<file path="config.mk">
export PLATFORM = sky130hd
export DESIGN_NAME = uart_cmd_parser
export DESIGN_NICKNAME = d
export VERILOG_FILES = /design/src/rtl/uart_cmd_parser.sv
export SDC_FILE = /design/constraint.sdc
export NUM_CORES = 1
export LEC_CHECK = 0
export ABC_AREA = 1
export CORE_MARGIN = 2
export CORE_UTILIZATION = 35
export CTS_CLUSTER_SIZE = 40
export DETAILED_ROUTE_END_ITERATION = 7
export PLACE_DENSITY = 0.61
export RECOVER_POWER = 25
export SLEW_MARGIN = 25
export SYNTH_ARGS = -nofsm -noshare
export SYNTH_HDL_FRONTEND = slang
export SYNTH_SLANG_ARGS = --single-unit
</file>
<file path="constraint.sdc">
create_clock -name clk -period 2.3 [get_ports clk]
set_clock_uncertainty 0.15 [all_clocks]
set_input_delay 0.23 -clock clk [delete_from_list [all_inputs] [get_ports clk]]
set_output_delay 0.23 -clock clk [all_outputs]
set_load 0.05 [all_outputs]
</file>
<file path="src/rtl/uart_cmd_parser.sv">
// Byte-stream command parser: frames SYNC/opcode/4-byte operand packets from a UART receiver
// and presents them to the perceptron datapath with a valid/ready handshake.
module uart_cmd_parser #(
   parameter logic [7:0]  SYNC    = 8'd100,
   parameter logic [19:0] TIMEOUT = 20'd500000
) (
   input  logic        clk,
   input  logic        rst,
   input  logic        rx_valid,
   input  logic [7:0]  rx_data,
   input  logic        cmd_ready,
   output logic        cmd_valid,
   output logic [7:0]  cmd_op,
   output logic [31:0] cmd_data,
   output logic        err,
   output logic [1:0]  err_code,
   output logic [7:0]  pkt_count
);

   typedef enum logic [1:0] {StIdle, StOpcode, StData, StHold} state_e;

   localparam logic [1:0] ErrOpcode  = 2'd1;
   localparam logic [1:0] ErrTimeout = 2'd2;
   localparam logic [1:0] ErrOverrun = 2'd3;

   state_e      state_q, state_d;
   logic        cmd_valid_q, cmd_valid_d;
   logic [7:0]  cmd_op_q, cmd_op_d;
   logic [31:0] cmd_data_q, cmd_data_d;
   logic        err_q, err_d;
   logic [1:0]  err_code_q, err_code_d;
   logic [7:0]  pkt_count_q, pkt_count_d;
   logic [1:0]  idx_q, idx_d;
   logic [19:0] gap_q, gap_d;

   logic op_legal;
   logic gap_expired;

   always_comb begin
      case (rx_data)
         8'd0, 8'd1, 8'd2, 8'd5, 8'd6: op_legal = 1'b1;
         default:                      op_legal = 1'b0;
      endcase
   end

   // Fires on the TIMEOUT-th consecutive idle cycle after the last byte.
   assign gap_expired = (gap_q == TIMEOUT - 20'd1);

   always_comb begin
      state_d     = state_q;
      cmd_valid_d = cmd_valid_q;
      cmd_op_d    = cmd_op_q;
      cmd_data_d  = cmd_data_q;
      err_d       = 1'b0;
      err_code_d  = err_code_q;
      pkt_count_d = pkt_count_q;
      idx_d       = idx_q;
      gap_d       = gap_q;

      unique case (state_q)
         StIdle: begin
            if (rx_valid && rx_data == SYNC) begin
               state_d = StOpcode;
               gap_d   = 20'd0;
            end
         end
         StOpcode: begin
            if (rx_valid) begin
               gap_d = 20'd0;
               if (op_legal) begin
                  cmd_op_d = rx_data;
                  idx_d    = 2'd0;
                  state_d  = StData;
               end else begin
                  err_d      = 1'b1;
                  err_code_d = ErrOpcode;
                  state_d    = StIdle;
               end
            end else if (gap_expired) begin
               err_d      = 1'b1;
               err_code_d = ErrTimeout;
               gap_d      = 20'd0;
               state_d    = StIdle;
            end else begin
               gap_d = gap_q + 20'd1;
            end
         end
         StData: begin
            if (rx_valid) begin
               gap_d                            = 20'd0;
               cmd_data_d[{idx_q, 3'b000} +: 8] = rx_data;
               idx_d                            = idx_q + 2'd1;
               if (idx_q == 2'd3) begin
                  state_d     = StHold;
                  cmd_valid_d = 1'b1;
               end
            end else if (gap_expired) begin
               err_d      = 1'b1;
               err_code_d = ErrTimeout;
               gap_d      = 20'd0;
               idx_d      = 2'd0;
               state_d    = StIdle;
            end else begin
               gap_d = gap_q + 20'd1;
            end
         end
         StHold: begin
            if (cmd_ready) begin
               cmd_valid_d = 1'b0;
               pkt_count_d = pkt_count_q + 8'd1;
               gap_d       = 20'd0;
               // A SYNC arriving alongside the handshake starts the next packet.
               state_d     = (rx_valid && rx_data == SYNC) ? StOpcode : StIdle;
            end else if (rx_valid) begin
               err_d      = 1'b1;
               err_code_d = ErrOverrun;
            end
         end
         default: state_d = StIdle;
      endcase
   end

   always_ff @(posedge clk) begin
      if (rst) begin
         state_q     <= StIdle;
         cmd_valid_q <= 1'b0;
         cmd_op_q    <= 8'd0;
         cmd_data_q  <= 32'd0;
         err_q       <= 1'b0;
         err_code_q  <= 2'd0;
         pkt_count_q <= 8'd0;
         idx_q       <= 2'd0;
         gap_q       <= 20'd0;
      end else begin
         state_q     <= state_d;
         cmd_valid_q <= cmd_valid_d;
         cmd_op_q    <= cmd_op_d;
         cmd_data_q  <= cmd_data_d;
         err_q       <= err_d;
         err_code_q  <= err_code_d;
         pkt_count_q <= pkt_count_d;
         idx_q       <= idx_d;
         gap_q       <= gap_d;
      end
   end

   assign cmd_valid = cmd_valid_q;
   assign cmd_op    = cmd_op_q;
   assign cmd_data  = cmd_data_q;
   assign err       = err_q;
   assign err_code  = err_code_q;
   assign pkt_count = pkt_count_q;

endmodule

</file>
==> results_tabular.tex, run 1 <==
\begin{tabular}{lr}
\hline
Metric & Value \\
\hline
\multicolumn{2}{l}{\textbf{Status}} \\
Run status & complete, no violations \\
\multicolumn{2}{l}{\textbf{Synth}} \\
Count of flip-flops with a built-in enable after synthesis & 0 \\
Dominant combinational cell family by area after synthesis & simple AND/OR/NAND/NOR gates \\
Count of yosys warnings during synthesis & 0 \\
Synthesized netlist net count & around 580 \\
Post-Synth Adder-Cell Area & 0.0386 \\
Post-synth ARST share & 0 \\
Dominant cells by area after synthesis & sky130\_fd\_sc\_hd\_\_dfxtp\_1, sky130\_fd\_sc\_hd\_\_nand2\_1, sky130\_fd\_sc\_hd\_\_nor2\_1 \\
Syn Std Cell Area & 0.00389 mm2 \\
Portion of the post-synthesis area used by sequential elements & 0.391 \\
Share of the synthesized netlist area taken by xor and xnor gates & 0.0135 \\
Most common flop cell mapped by yosys & sky130\_fd\_sc\_hd\_\_dfxtp\_1 \\
Mux cell area share after synthesis & 0 \\
\#FFs+latches synth & 76 \\
Number of instances in the synthesized netlist & roughly 550 \\
Largest area contributor in the netlist & sky130\_fd\_sc\_hd\_\_dfxtp\_1 \\
Count of different cell masters after synthesis & 39 \\
Post-synthesis area per instance & 7.04 um2 \\
Share of synthesized cell area in and, or, nand and nor gates & 0.325 \\
Post-synthesis compound-gate area fraction & 0.137 \\
Post-synth top area share & 0.391 \\
\multicolumn{2}{l}{\textbf{Routing}} \\
Vias & approximately 3700 \\
Wire length reported by the detailed router & 10000 um \\
Routed length per placed instance & about 13 um \\
Count of unresolved DRC violations after routing & 0 \\
Via density per instance & $\sim$4.8 \\
Starting DRC count in detailed routing & $\sim$280 \\
Number of search-and-repair iterations in the first detailed-routing pass & 5 \\
Antenna Nets Post-Route & 0 \\
\multicolumn{2}{l}{\textbf{Power}} \\
Post-layout total power & around 3.6 mW \\
Ratio of total power to cell area & about 750 mW/mm2 \\
Maximum vdd ir drop & 0.408 mV \\
Lkg Pwr & $\sim$1.9 nW \\
\multicolumn{2}{l}{\textbf{Die}} \\
Ports placed on the boundary & 64 \\
Starting density of the core & 0.359 \\
Die span in y & $\sim$110 um \\
Number of rows in the core area & 38 \\
Core box area & between 0.01 and 0.015 mm2 \\
Chip width & 109 um \\
Die ar. & roughly 0.012 mm2 \\
\multicolumn{2}{l}{\textbf{Cells and area}} \\
Post-route cell area & 0.00486 mm2 \\
Area growth syn-to-layout & 25.1\% \\
Area taken by flip-flops and latches & between 0.0015 and 0.002 mm2 \\
Total inserted antenna cells & 0 \\
Number of inserted filler cells in the final layout & around 1100 \\
Most common cell after layout, fill and taps aside & sky130\_fd\_sc\_hd\_\_nand2\_1 \\
Multi-input gate area & 0.00199 mm2 \\
Count of nets after finishing & 643 \\
Layout cell share with drive strength beyond 1 & 0.0833 \\
Most frequent cells in the layout & sky130\_fd\_sc\_hd\_\_nand2\_1, sky130\_fd\_sc\_hd\_\_nor2\_1, sky130\_fd\_sc\_hd\_\_dfxtp\_1 \\
Post-Layout Cell Count & approximately 760 \\
\multicolumn{2}{l}{\textbf{STA}} \\
Final-layout setup total negative slack & 0 ps \\
Maximum clock rate & 0.500 GHz \\
Period utilisation layout & 0.870 \\
Unrepaired setup endpoints after global routing & false \\
Slew Limit Headroom & 0.632 \\
Count of endpoints failing setup in the final report & 0 \\
Final Critical Period & around 2000 ps \\
Final Hold Viols & 0 \\
Pins Over Slew Limit & 0 \\
Worst Max-Slew Pin Slew & 548 ps \\
\multicolumn{2}{l}{\textbf{Global routing}} \\
Global-route total usage across every layer & 0.179 \\
First-pass GRT wire length & roughly 17000 um \\
Remaining global-route overflow & 0 \\
Largest net degree at the start of global routing & between 50 and 60 \\
Initial antenna violation count & 0 \\
Vias in the first global route & around 3600 \\
\multicolumn{2}{l}{\textbf{Clock network}} \\
Total of cells resized after clock tree synthesis & 0 \\
Clock slew seen by the registers of the worst setup and hold paths & 80 ps \\
Clock Path Buffers & 2 \\
Clock buffer count from CTS & 9 \\
Post-CTS Repair Setup Buffers & 0 \\
Sinks on Clock Net & 76 \\
Skew-Pair Late Insertion Delay & about 360 ps \\
Quantity of hold-fixing buffers added after cts & 0 \\
Cell at the root of the clock tree & sky130\_fd\_sc\_hd\_\_clkbuf\_8 \\
Number of H-tree levels & 3 \\
CTS tree & built \\
\multicolumn{2}{l}{\textbf{Critical path}} \\
Required time at the endpoint of the critical path & approximately 2400 ps \\
Critical path type & input pin to flip-flop \\
Peak fanout along the critical path & 8 \\
Critical Path Start Type & input pin \\
Crit path capture type & flip-flop \\
Data arrival time of the critical path & about 2100 ps \\
\multicolumn{2}{l}{\textbf{Hold path}} \\
Tightest Hold Check Type & flip-flop to flip-flop \\
\multicolumn{2}{l}{\textbf{Placement}} \\
HPWL after detailed placement & $\sim$7300 um \\
Cell area after placement & 0.00466 mm2 \\
I/O Buffers & 63 \\
Number of cells after detailed placement & roughly 750 \\
Routability Congestion & between 0.8 and 0.9 \\
\multicolumn{2}{l}{\textbf{Run}} \\
Max-cap violations & 0 \\
\hline
\end{tabular}
-- Yosys cell counts (all sizes together), types with 2 or more instances --
cell,count
buf,8
a211oi,14
nor3,6
ha,12
or3,2
nor2,89
nand3,34
clkbuf,8
o21ai,11
dfxtp,76
nand4,5
inv,70
xor2,6
nor3b,2
a31oi,13
a21oi,43
o21bai,3
nand2,141
or4,2
-- sequential cells by signal (all words and copies together) (netlist names) --
register   cells
pkt_count      8
cmd_valid      1
idx_q          2
err            1
gap_q         20
err_code       2
state_q        2
cmd_op         8
cmd_data      32
-- final timing paths --
check / depth (start not counted) / startpoint / to / slack (ps)
setup / recovery: 9 / rx_data[1] / cmd_op[2] / 300
hold / removal: 2 / cmd_op[7] / cmd_op[7] / 290
setup reg to reg: 7 / state_q[0] / cmd_data[17] / 310
hold reg to reg: 2 / cmd_op[7] / cmd_op[7] / 290
-- final cells by class --
cell class | instances | share of cell area
Inverter | 71 | 0.0558
Sequential cell | 76 | 0.313
Timing Repair Buffer | 72 | 0.143
Clock inverter | 5 | 0.0123
Clock buffer | 11 | 0.0311
Multi-Input combinational cell | 389 | 0.409
Tap cell | 140 | 0.0360
-- cell families (layout without fill, tap and decap cells) --
family,after synthesis,in the layout
buffers and inverters,87,159
AND/OR/NAND/NOR,283,283
adder cells (fa/ha/maj),12,12
flip-flops,76,76
XOR/XNOR,6,6
AO/OA/AOI/OAI,88,88
-- metal layers --
layer  global-route usage  vias to the layer above  routed length, um
li1                     -                     1907                  -
met1                0.224                     1685               4610
met2                0.299                       90               4810
met3               0.0522                       16                434
met4               0.0497                        0                148
met5                    0                        -                  0
-- critical path, cell delays in order --
cell,delay (ps)
sky130_fd_sc_hd__dlygate4sd3_1,660
sky130_fd_sc_hd__nor2_1,60
sky130_fd_sc_hd__nand2_1,80
sky130_fd_sc_hd__nand2_1,50
sky130_fd_sc_hd__nor2_1,270
sky130_fd_sc_hd__nand3_1,360
sky130_fd_sc_hd__inv_2,200
sky130_fd_sc_hd__o21ai_0,90
sky130_fd_sc_hd__a21oi_1,140
-- through the flow --
step / setup WS, ps / utilization / hold slack [ps]
2_1_floorplan: 70.0 / - / 223
3_3_place_gp: 106 / 0.430 / 277
3_5_place_dp: 135 / 0.430 / 279
4_1_cts: 315 / 0.449 / 295
5_1_grt: 42.6 / 0.449 / 317
6_report: 299 / 0.449 / 288
-- report_power, final --
| part | total, mW | switching (mW) | internal, mW |
|---|---|---|---|
| Clock | 1.08 | 0.521 | 0.562 |
| Sequential | 1.42 | 0.0466 | 1.38 |
| Combinational | 1.14 | 0.779 | 0.362 |
| Total | 3.65 | 1.35 | 2.30 |
Power figures use the tool's default switching activity.
==> run 2: changes to the inputs <==
--- a/config.mk
+++ b/config.mk
@@ -6,6 +6,7 @@
 export NUM_CORES = 1
 export LEC_CHECK = 0
 export ABC_AREA = 1
+export CORE_ASPECT_RATIO = 0.9
 export CORE_MARGIN = 2
 export CORE_UTILIZATION = 35
 export CTS_CLUSTER_SIZE = 40
==> run 2 against run 1 <==
Against the previous run: setup slack lost 90 ps; fmax shrank 4.3%; count of clock-buffer cells in the layout shrank 1; highest routed layer unchanged.
==> results_tabular.tex, run 2 (same netlist as run 1, synthesis figures left out) <==
\begin{tabular}{lr}
\hline
Metric & Value \\
\hline
\multicolumn{2}{l}{\textbf{Status}} \\
Run status & complete, no violations \\
\multicolumn{2}{l}{\textbf{STA}} \\
Worst Max-Slew Pin Slew & $\sim$570 ps \\
Pins Over Slew Limit & 0 \\
Final-layout setup total negative slack & 0 ps \\
Period utilisation layout & 0.909 \\
Count of endpoints failing setup in the final report & 0 \\
Final Hold Viols & 0 \\
Slew Limit Headroom & 0.618 \\
Final Critical Period & 2090 ps \\
Maximum clock rate & 0.478 GHz \\
Unrepaired setup endpoints after global routing & false \\
\multicolumn{2}{l}{\textbf{Cells and area}} \\
Number of flip-flops under the largest register name & 32 \\
Most frequent cells in the layout & sky130\_fd\_sc\_hd\_\_nand2\_1, sky130\_fd\_sc\_hd\_\_nor2\_1, sky130\_fd\_sc\_hd\_\_dfxtp\_1 \\
Total inserted antenna cells & 0 \\
Area growth syn-to-layout & 27.6\% \\
Number of inserted filler cells in the final layout & about 1100 \\
Layout cell share with drive strength beyond 1 & 0.0780 \\
Most common cell after layout, fill and taps aside & sky130\_fd\_sc\_hd\_\_nand2\_1 \\
Count of nets after finishing & 647 \\
Post-layout utilization of the core & 0.459 \\
\multicolumn{2}{l}{\textbf{Hold path}} \\
Worst hold path depth & 2 \\
Sink of the worst hold path & cmd\_op[5] \\
Tightest Hold Check Type & flip-flop to flip-flop \\
Worst hold start & cmd\_op[5] \\
\multicolumn{2}{l}{\textbf{Critical path}} \\
CP max-delay cell & sky130\_fd\_sc\_hd\_\_dlygate4sd3\_1 \\
Setup slack, reg-to-reg & 290 ps \\
Crit path capture type & flip-flop \\
Worst path buffer plus inverter count & 3 \\
Data arrival time of the critical path & 2140 ps \\
Critical path type & input pin to flip-flop \\
Cell count of the worst reg-to-reg path & 7 \\
CP max stage delay & 570 ps \\
Peak fanout along the critical path & 8 \\
RR Startpoint & idx\_q[1] \\
Critical Path Start Type & input pin \\
Most frequent CP cell & sky130\_fd\_sc\_hd\_\_nand2\_1 \\
Capturing point of the worst reg2reg path & cmd\_data[22] \\
Cell family with most CP delay & simple AND/OR/NAND/NOR gates \\
Required time at the endpoint of the critical path & 2350 ps \\
Critical path cell sequence & dlygate4sd3\_1 > buf\_4 > nor2\_1 > nand2\_1 > nor2\_1 > nand3\_1 > nand2\_1 > inv\_1 > nand2\_1 > a21oi\_1 \\
\multicolumn{2}{l}{\textbf{Clock network}} \\
Clock buffer count from CTS & 9 \\
Total of cells resized after clock tree synthesis & 0 \\
Cell at the root of the clock tree & sky130\_fd\_sc\_hd\_\_clkbuf\_16 \\
Clock Path Buffers & 2 \\
CTS tree & built \\
Number of H-tree levels & 3 \\
Post-CTS Repair Setup Buffers & 0 \\
Clock slew seen by the registers of the worst setup and hold paths & approximately 60 ps \\
Skew-Pair Late Insertion Delay & approximately 340 ps \\
Sinks on Clock Net & 76 \\
Quantity of hold-fixing buffers added after cts & 0 \\
\multicolumn{2}{l}{\textbf{Power}} \\
Ratio of total power to cell area & $\sim$810 mW/mm2 \\
Lkg Pwr & 1.87 nW \\
Maximum vdd ir drop & 0.381 mV \\
\multicolumn{2}{l}{\textbf{Routing}} \\
Number of search-and-repair iterations in the first detailed-routing pass & 5 \\
Antenna Nets Post-Route & 0 \\
Starting DRC count in detailed routing & between 200 and 250 \\
Vias & between 3000 and 4000 \\
Count of unresolved DRC violations after routing & 0 \\
Routed length per placed instance & between 10 and 15 um \\
Wire length reported by the detailed router & 10200 um \\
Via density per instance & $\sim$4.9 \\
\multicolumn{2}{l}{\textbf{Placement}} \\
Routability Congestion & between 0.8 and 0.9 \\
I/O Buffers & 63 \\
HPWL after detailed placement & 7520 um \\
\multicolumn{2}{l}{\textbf{Global routing}} \\
Largest net degree at the start of global routing & 51 \\
Remaining global-route overflow & 0 \\
Initial antenna violation count & 0 \\
Vias in the first global route & roughly 3500 \\
First-pass GRT wire length & roughly 17000 um \\
Global-route total usage across every layer & 0.177 \\
\multicolumn{2}{l}{\textbf{Die}} \\
Number of rows in the core area & 36 \\
Die span in y & approximately 100 um \\
Chip width & approximately 120 um \\
Starting density of the core & 0.360 \\
Die ar. & 0.0120 mm2 \\
Core box area & between 0.01 and 0.015 mm2 \\
Ports placed on the boundary & 64 \\
\multicolumn{2}{l}{\textbf{Run}} \\
Max-cap violations & 0 \\
\hline
\end{tabular}
==> run 2: how the worst max path moves through the flow <==
stage / cells past startpoint / endpoint / from
after floorplan: 9 / cmd_data[12] / idx_q[0]
after global placement: 8 / pkt_count[6] / cmd_ready
after detailed placement: 8 / pkt_count[6] / cmd_ready
after CTS: 8 / pkt_count[6] / state_q[0]
after global routing: 10 / err_code[0] / rx_data[4]
final: 10 / err_code[0] / rx_data[4]
==> run 2: area by class of cell <==
| cell class | instances | area (um2) | area share |
|---|---|---|---|
| Clock inverter | 6 | 71.3 | 0.0144 |
| Sequential cell | 76 | 1520 | 0.307 |
| Timing Repair Buffer | 76 | 724 | 0.146 |
| Clock buffer | 10 | 229 | 0.0461 |
| Tap cell | 133 | 166 | 0.0335 |
| Inverter | 71 | 272 | 0.0547 |
| Multi-Input combinational cell | 389 | 1980 | 0.399 |
==> run 2: routing by layer <==
metal | global-route usage | up-vias | routed length, um
li1 | - | 1925 | -
met1 | 0.253 | 1707 | 5000
met5 | 0 | - | 0
met4 | 0.0861 | 0 | 237
met3 | 0.0332 | 15 | 595
met2 | 0.254 | 94 | 4370
==> run 2: report_power, final <==
part / switching [mW] / leakage [nW] / total [mW] / internal (mW)
Sequential: 0.0416 / 0.613 / 1.42 / 1.38
Combinational: 0.781 / 1.12 / 1.16 / 0.378
Clock: 0.589 / 0.140 / 1.44 / 0.850
Total: 1.41 / 1.87 / 4.02 / 2.61
==> run 2: tightest hold or removal path: cells and delay by family (launching register included) <==
family | cells | cell delay [ps]
flops | 1 | 310
simple gates | 2 | 90
==> run 2: per-stage QoR <==
step	setup slack (ps)	cells	hold slack [ps]	instance area (um2)	total power, mW
floorplan	70.0	552	223	3890	2.30
global placement	212	745	278	4690	2.61
detailed placement	148	745	280	4690	2.63
CTS	306	761	293	4990	4.08
global route	71.1	761	307	4960	4.23
finish	209	761	288	4960	4.02
